[config.mk]
export PLATFORM = sky130hd
export DESIGN_NAME = array_1_port_arb
export DESIGN_NICKNAME = d
export VERILOG_FILES = /design/src/rtl/array_1_port_arb.sv
export SDC_FILE = /design/constraint.sdc
export NUM_CORES = 1
export LEC_CHECK = 0
export ABC_AREA = 1
export ABC_CLOCK_PERIOD_IN_PS = 5400
export CORE_AREA = 2 2 215 217
export DETAILED_ROUTE_END_ITERATION = 10
export DIE_AREA = 0 0 217 219
export PLACE_DENSITY = 0.44
export SLEW_MARGIN = 25
export SYNTH_ARGS = -nofsm -noshare
export SYNTH_HDL_FRONTEND = slang
export SYNTH_SLANG_ARGS = --single-unit
[constraint.sdc]
create_clock -name clock -period 5.4 [get_ports clock]
set_input_delay 0.54 -clock clock [delete_from_list [all_inputs] [get_ports clock]]
set_output_delay 0.54 -clock clock [all_outputs]
set_load 0.01 [all_outputs]
[src/rtl/array_1_port_arb.sv]
// Round-robin read/write arbiter in front of one 128x128 single-port RW macro (1-cycle read).
// Define ARRAY_1_PORT_ARB_INIT_EN to zero-fill the array after every reset before accepting traffic.
module array_1_port_arb (
  input  logic         clock,
  input  logic         reset,
  // read request channel
  input  logic         rd_valid,
  output logic         rd_ready,
  input  logic [6:0]   rd_addr,
  // read response channel
  output logic         rsp_valid,
  input  logic         rsp_ready,
  output logic [127:0] rsp_data,
  // write request channel
  input  logic         wr_valid,
  output logic         wr_ready,
  input  logic [6:0]   wr_addr,
  input  logic [3:0]   wr_mask,
  input  logic [127:0] wr_data,
  // macro port
  output logic         mem_en,
  output logic         mem_wmode,
  output logic [6:0]   mem_addr,
  output logic [3:0]   mem_wmask,
  output logic [127:0] mem_wdata,
  input  logic [127:0] mem_rdata,
  output logic         init_done
);

  typedef enum logic [0:0] {StInit, StRun} state_e;
  typedef enum logic [0:0] {GrantRd, GrantWr} grant_e;

  state_e       state_q;
  logic         run;
  logic         init_active;
  logic [6:0]   init_addr;

  grant_e       last_grant_q, last_grant_d;
  logic         rd_inflight_q, rd_inflight_d;
  logic         rsp_valid_q, rsp_valid_d;
  logic [127:0] rsp_data_q, rsp_data_d;

  logic         rd_elig, wr_elig;
  logic         rd_grant, wr_grant;
  logic         rd_fire, wr_fire;

`ifdef ARRAY_1_PORT_ARB_INIT_EN
  state_e     state_d;
  logic [6:0] init_cnt_q, init_cnt_d;

  always_ff @(posedge clock or posedge reset) begin
    if (reset) begin
      state_q    <= StInit;
      init_cnt_q <= '0;
    end else begin
      state_q    <= state_d;
      init_cnt_q <= init_cnt_d;
    end
  end

  always_comb begin
    state_d    = state_q;
    init_cnt_d = init_cnt_q;
    case (state_q)
      StInit: begin
        init_cnt_d = init_cnt_q + 7'd1;
        if (init_cnt_q == 7'd127) begin
          state_d = StRun;
        end
      end
      StRun: begin
        state_d = StRun;
      end
      default: begin
        state_d = StInit;
      end
    endcase
  end

  assign init_active = (state_q == StInit) && !reset;
  assign init_addr   = init_cnt_q;
`else
  assign state_q     = StRun;
  assign init_active = 1'b0;
  assign init_addr   = 7'd0;
`endif

  assign run       = (state_q == StRun) && !reset;
  assign init_done = (state_q == StRun);

  // A read is eligible only with no read in flight and room in the response register.
  always_comb begin
    rd_elig  = run && rd_valid && !rd_inflight_q && (!rsp_valid_q || rsp_ready);
    wr_elig  = run && wr_valid;
    rd_grant = rd_elig && (!wr_elig || (last_grant_q == GrantWr));
    wr_grant = wr_elig && (!rd_elig || (last_grant_q == GrantRd));
  end

  assign rd_ready = rd_grant;
  assign wr_ready = wr_grant;
  assign rd_fire  = rd_valid && rd_ready;
  assign wr_fire  = wr_valid && wr_ready;

  always_comb begin
    last_grant_d  = last_grant_q;
    rd_inflight_d = rd_fire;
    rsp_valid_d   = rsp_valid_q;
    rsp_data_d    = rsp_data_q;
    if (rd_fire) begin
      last_grant_d = GrantRd;
    end else if (wr_fire) begin
      last_grant_d = GrantWr;
    end
    // Macro data is valid the cycle after issue; a landing response overrides a pop.
    if (rd_inflight_q) begin
      rsp_valid_d = 1'b1;
      rsp_data_d  = mem_rdata;
    end else if (rsp_valid_q && rsp_ready) begin
      rsp_valid_d = 1'b0;
    end
  end

  always_ff @(posedge clock or posedge reset) begin
    if (reset) begin
      last_grant_q  <= GrantWr;
      rd_inflight_q <= 1'b0;
      rsp_valid_q   <= 1'b0;
      rsp_data_q    <= '0;
    end else begin
      last_grant_q  <= last_grant_d;
      rd_inflight_q <= rd_inflight_d;
      rsp_valid_q   <= rsp_valid_d;
      rsp_data_q    <= rsp_data_d;
    end
  end

  assign rsp_valid = rsp_valid_q;
  assign rsp_data  = rsp_data_q;

  always_comb begin
    mem_en    = 1'b0;
    mem_wmode = 1'b0;
    mem_addr  = rd_addr;
    mem_wmask = 4'h0;
    mem_wdata = wr_data;
    if (init_active) begin
      mem_en    = 1'b1;
      mem_wmode = 1'b1;
      mem_addr  = init_addr;
      mem_wmask = 4'hF;
      mem_wdata = '0;
    end else if (wr_fire) begin
      mem_en    = 1'b1;
      mem_wmode = 1'b1;
      mem_addr  = wr_addr;
      mem_wmask = wr_mask;
    end else if (rd_fire) begin
      mem_en    = 1'b1;
      mem_addr  = rd_addr;
    end
  end

  // The macro has a single port, and only one read may be outstanding.
  a_one_access : assert property (@(posedge clock) disable iff (reset) !(rd_fire && wr_fire));
  a_no_rd_b2b : assert property (@(posedge clock) disable iff (reset) rd_inflight_q |-> !rd_fire);

endmodule
# [After elaboration in Yosys (flattened, before gate mapping)]
# Cells that the tools add are included.
[word_totals] register_bits=131 input_bits=279 output_inout_bits=273 wordCells=33
[classes] n_mux=9 bitwise_logic=1 n_reduce_logical=19
[ops] operator="$logic_and 1x1->1" n=9
[ops] operator="$mux 1" n=7
[ops] operator="$mux 7" n=1
[ops] operator="$logic_not 1->1" n=5
[ops] operator="$mux 4" n=1
[ops] operator="$reduce_bool 2->1" n=2
[ops] operator="$logic_or 1x1->1" n=3
[ops] operator="$not 1->1" n=1

# [Logic depth before layout (Yosys ltp)]
[depth] word_depth=10 ltp_mapped=6 depth_no_buf=6

# [Worst setup path after synthesis]
# OpenSTA, ideal clock, no wires.
[synth_timing] path_kind="in2out" start="input port reset" end="output port mem_addr[0]" arrival_ps=4026 t_required_ps=4860 slack_ps=834 path_stages=6 n_path_buf=0 cell_sequence="inv_1 -> nand2_2 -> nor2_1 -> inv_1 -> nand3_1 -> nand2_1"
[synth_via] elab_chain_len=9 elab_cells_between_ends=10 classes_between="mux: 1; reduce/logical: 9"
[synth_rtl] item="start: declaration" line="5" rtl="input logic reset,"
[synth_rtl] item="$logic_not 1->1 (no line) *"
[synth_rtl] item="$logic_and 1x1->1 (3 in a row)" line="93" rtl="rd_elig = run && rd_valid && !rd_inflight_q && (!rsp_valid_q || rsp_ready);"
[synth_rtl] item="$logic_not 1->1" line="96" rtl="wr_grant = wr_elig && (!rd_elig || (last_grant_q == GrantRd));"
[synth_rtl] item="$logic_or 1x1->1" line="96"
[synth_rtl] item="$logic_and 1x1->1 *" line="96"
[synth_rtl] item="$logic_and 1x1->1 *" line="102" rtl="assign wr_fire = wr_valid && wr_ready;"
[synth_rtl] item="$mux 7 *" line="152" rtl="end else if (wr_fire) begin"
[synth_rtl] item="end: declaration" line="23" rtl="output logic [6:0] mem_addr,"
# Mark *: on every way between the ends. The rest lies on a longest branch, timed or not.

# [Final worst setup path]
[layout_timing] start="register rd_inflight_q" end="output port mem_wmask[0]"
[layout_via] elab_chain_len=8
[layout_rtl] item="start: declaration" line="39" rtl="logic rd_inflight_q, rd_inflight_d;"
[layout_rtl] item="start signal: assignment" line="131" rtl="rd_inflight_q <= rd_inflight_d;"
[layout_rtl] item="$logic_not 1->1" line="93"
[layout_rtl] item="$logic_and 1x1->1 (2 in a row)" line="93"
[layout_rtl] item="$logic_not 1->1" line="96"
[layout_rtl] item="$logic_or 1x1->1" line="96"
[layout_rtl] item="$logic_and 1x1->1" line="96"
[layout_rtl] item="$logic_and 1x1->1" line="102"
[layout_rtl] item="$mux 4" line="152"
[layout_rtl] item="end: declaration" line="24" rtl="output logic [3:0] mem_wmask,"
# No other way between the ends.

==> results.cfg <==
[placement]
gp_congestion = 0.7527
portBuffers = 294
dp_hpwl_um = 14590
place_ws_ns = 2.185
dp_cells = 1465

[clock_tree]
h-tree-depth = 4
cts_resized = 0
postCtsHoldBufs = 0
cts.path.max_buffers = 2
clkSinkCount = 131
clk_pin_slew_ns = 0.06
numCtsBuffers = 17
insertion_delay_ns = 0.48
post_cts.repair.setup_buffers = 0
tritoncts = done
clockRootBuffer = clkbuf_16

[sta]
finalWorstSetupSlack_ns = 1.747
grt_setup_unrepaired = no
relSlewSlack = 0.4803
fin_crit_sh = 0.6765
finalSetupViolCount = 0
final-hold-violation-count = 0
setup-tns-final_ns = 0
fin_crit_ns = 3.653
fmax_mhz = 273.7
holdWs_ns = 0.4391
slew_viol_final = 0
worst_pin_slew_ns = 0.7796
clock_skew_ns = 0.007352

[cells_and_area]
layout-drive-gt1-share = 0.05017
post-route-util = 0.2065
fillers = 5061
final_cells = 1497
num_antenna_cells = 0
final_common_cell = nand2_1
final-seq-area_um2 = 3283
syn_to_final_growth_pct = 53.50
multiInputGateArea_um2 = 1629
fin_nets = 1163
final_cell_mix = 398 x nand2_1, 294 x clkdlybuf4s50_1, 129 x dfrtp_1

[floorplan]
fp-row-count = 78
fp.dieW_um = 217
fp.dieH_um = 219
num_io_pins = 552
die-area_um2 = 47520
core_um2 = 45090
initial_core_util = 0.1345

[synthesis]
yosysTopAreaCellShare = 0.5364
yosys-top-cells-area = dfrtp_1 54%, nand2_1 25%, buf_4 16%
yosysTopAreaCell = dfrtp_1
netlist_area_um2 = 6065
ys_seq_area_frac = 0.5407
synth.avg_cell_area_um2 = 8.376
yosysWarnings = 0
ys_seq_elements = 131
synthCells = 724
syn_nets = 1003
synthDistinctLibCells = 14

[setup_path]
critPathCaptureType = output pin
r2r_setup_slack_ns = 2.97
r2r-start = rd_inflight_q$_DFF_PP0_
cp_data_required_time_ns = 4.86
r2r_end = rsp_data[70]$_DFFE_PP0P_
cp_max_fo = 69
critPathKind = reg -> out
arrival_ns = 3.11
rr_worst_depth = 4
startpoint_type = flop

[detailed_routing]
avgViaCountPerCell = 3.307
drtPass1Iterations = 4
wl_per_cell_um = 13.65
routed_wl_um = 20440
drt_iter0_markers = 192
via_count = 4950
final_antenna_net_count = 0
drc = 0

[worst_hold_path]
min_path_type = in -> async

[global_routing]
grt_antenna_before_repair = 1
grt.overflow.total = 0
grt_first_pass_wirelength_um = 30320
grt_max_degree = 70
first_global_vias = 5014
grt_util_all_layers = 0.08758

[run_status]
status = finished clean

[power_and_ir_drop]
p_leak_nw = 4.312
peakVddDrop_mv = 0.2191
powerDensity_nw_per_um2 = 398.5

[run]
drv_cap = 0
-- per-stage QoR --
| stage | instance area [um^2] | power, W |
|---|---|---|
| after detailed placement | 8688 | 0.002487 |
| after global routing | 9309 | 0.003937 |
| after floorplan | 6065 | 0.001850 |
| after global placement | 8688 | 0.002487 |
| after CTS | 9309 | 0.003794 |
| final | 9309 | 0.003709 |
-- critical path, cell delays in order, from the launching register on --
cell and delay [ns]:
dfrtp_4 0.90, inv_4 0.45, nand4_2 0.37, nand2_1 0.20, nor2_1 0.12, clkdlybuf4s50_1 0.55
-- area by class of cell --
class,instances,area share
flip-flops and latches,131,0.3527
clock inverters,15,0.02097
clock buffers,17,0.04570
well taps,600,0.08065
multi-input cells,424,0.1750
inverters,12,0.005645
repair buffers,298,0.3194
-- synthesized netlist by cell type (all sizes together) --
master and count:
conb 1, dfstp 1, inv 12, nand3 15
nand4 1, nand2 399, buf 157, nor2 8
dfrtp 130
-- cells by family (layout without fill, tap and decap cells) --
group         count (synthesis)  after routing  share of synthesized area
buf+inv                     169            342                     0.1906
flops                       131            131                     0.5407
other cells                   1              1                  0.0006183
simple gates                423            423                     0.2680
-- flip-flops by register name, indices dropped and copies added, names as in the netlist --
| name | flops |
|---|---|
| last_grant_q | 1 |
| rsp_valid | 1 |
| rsp_data | 128 |
| rd_inflight_q | 1 |
-- metal layers --
layer  share of wire  vias to the layer above  global-route usage
li1                -                     2368                   -
met1            0.39                     2232             0.09100
met2            0.44                      288              0.1293
met3            0.12                       60             0.05447
met4           0.044                        2             0.06279
met5         0.00064                        -                   0
-- how the worst max path moves through the flow --
stage,startpoint,to
floorplan,reset,mem_addr[0]
global placement,rd_inflight_q$_DFF_PP0_,mem_addr[0]
detailed placement,rd_inflight_q$_DFF_PP0_,mem_wmask[0]
CTS,rd_inflight_q$_DFF_PP0_,mem_wmask[0]
global route,rd_inflight_q$_DFF_PP0_,mem_wmask[2]
finish,rd_inflight_q$_DFF_PP0_,mem_wmask[0]
-- report_power, final --
part | leakage (nW) | internal [W] | switching, W
clock network | 0.298 | 0.000737 | 0.000519
registers | 1.61 | 0.00123 | 0.000148
logic | 2.41 | 0.000615 | 0.000462
total | 4.31 | 0.00258 | 0.00113
No activity file was read; power rests on OpenSTA's default activity.
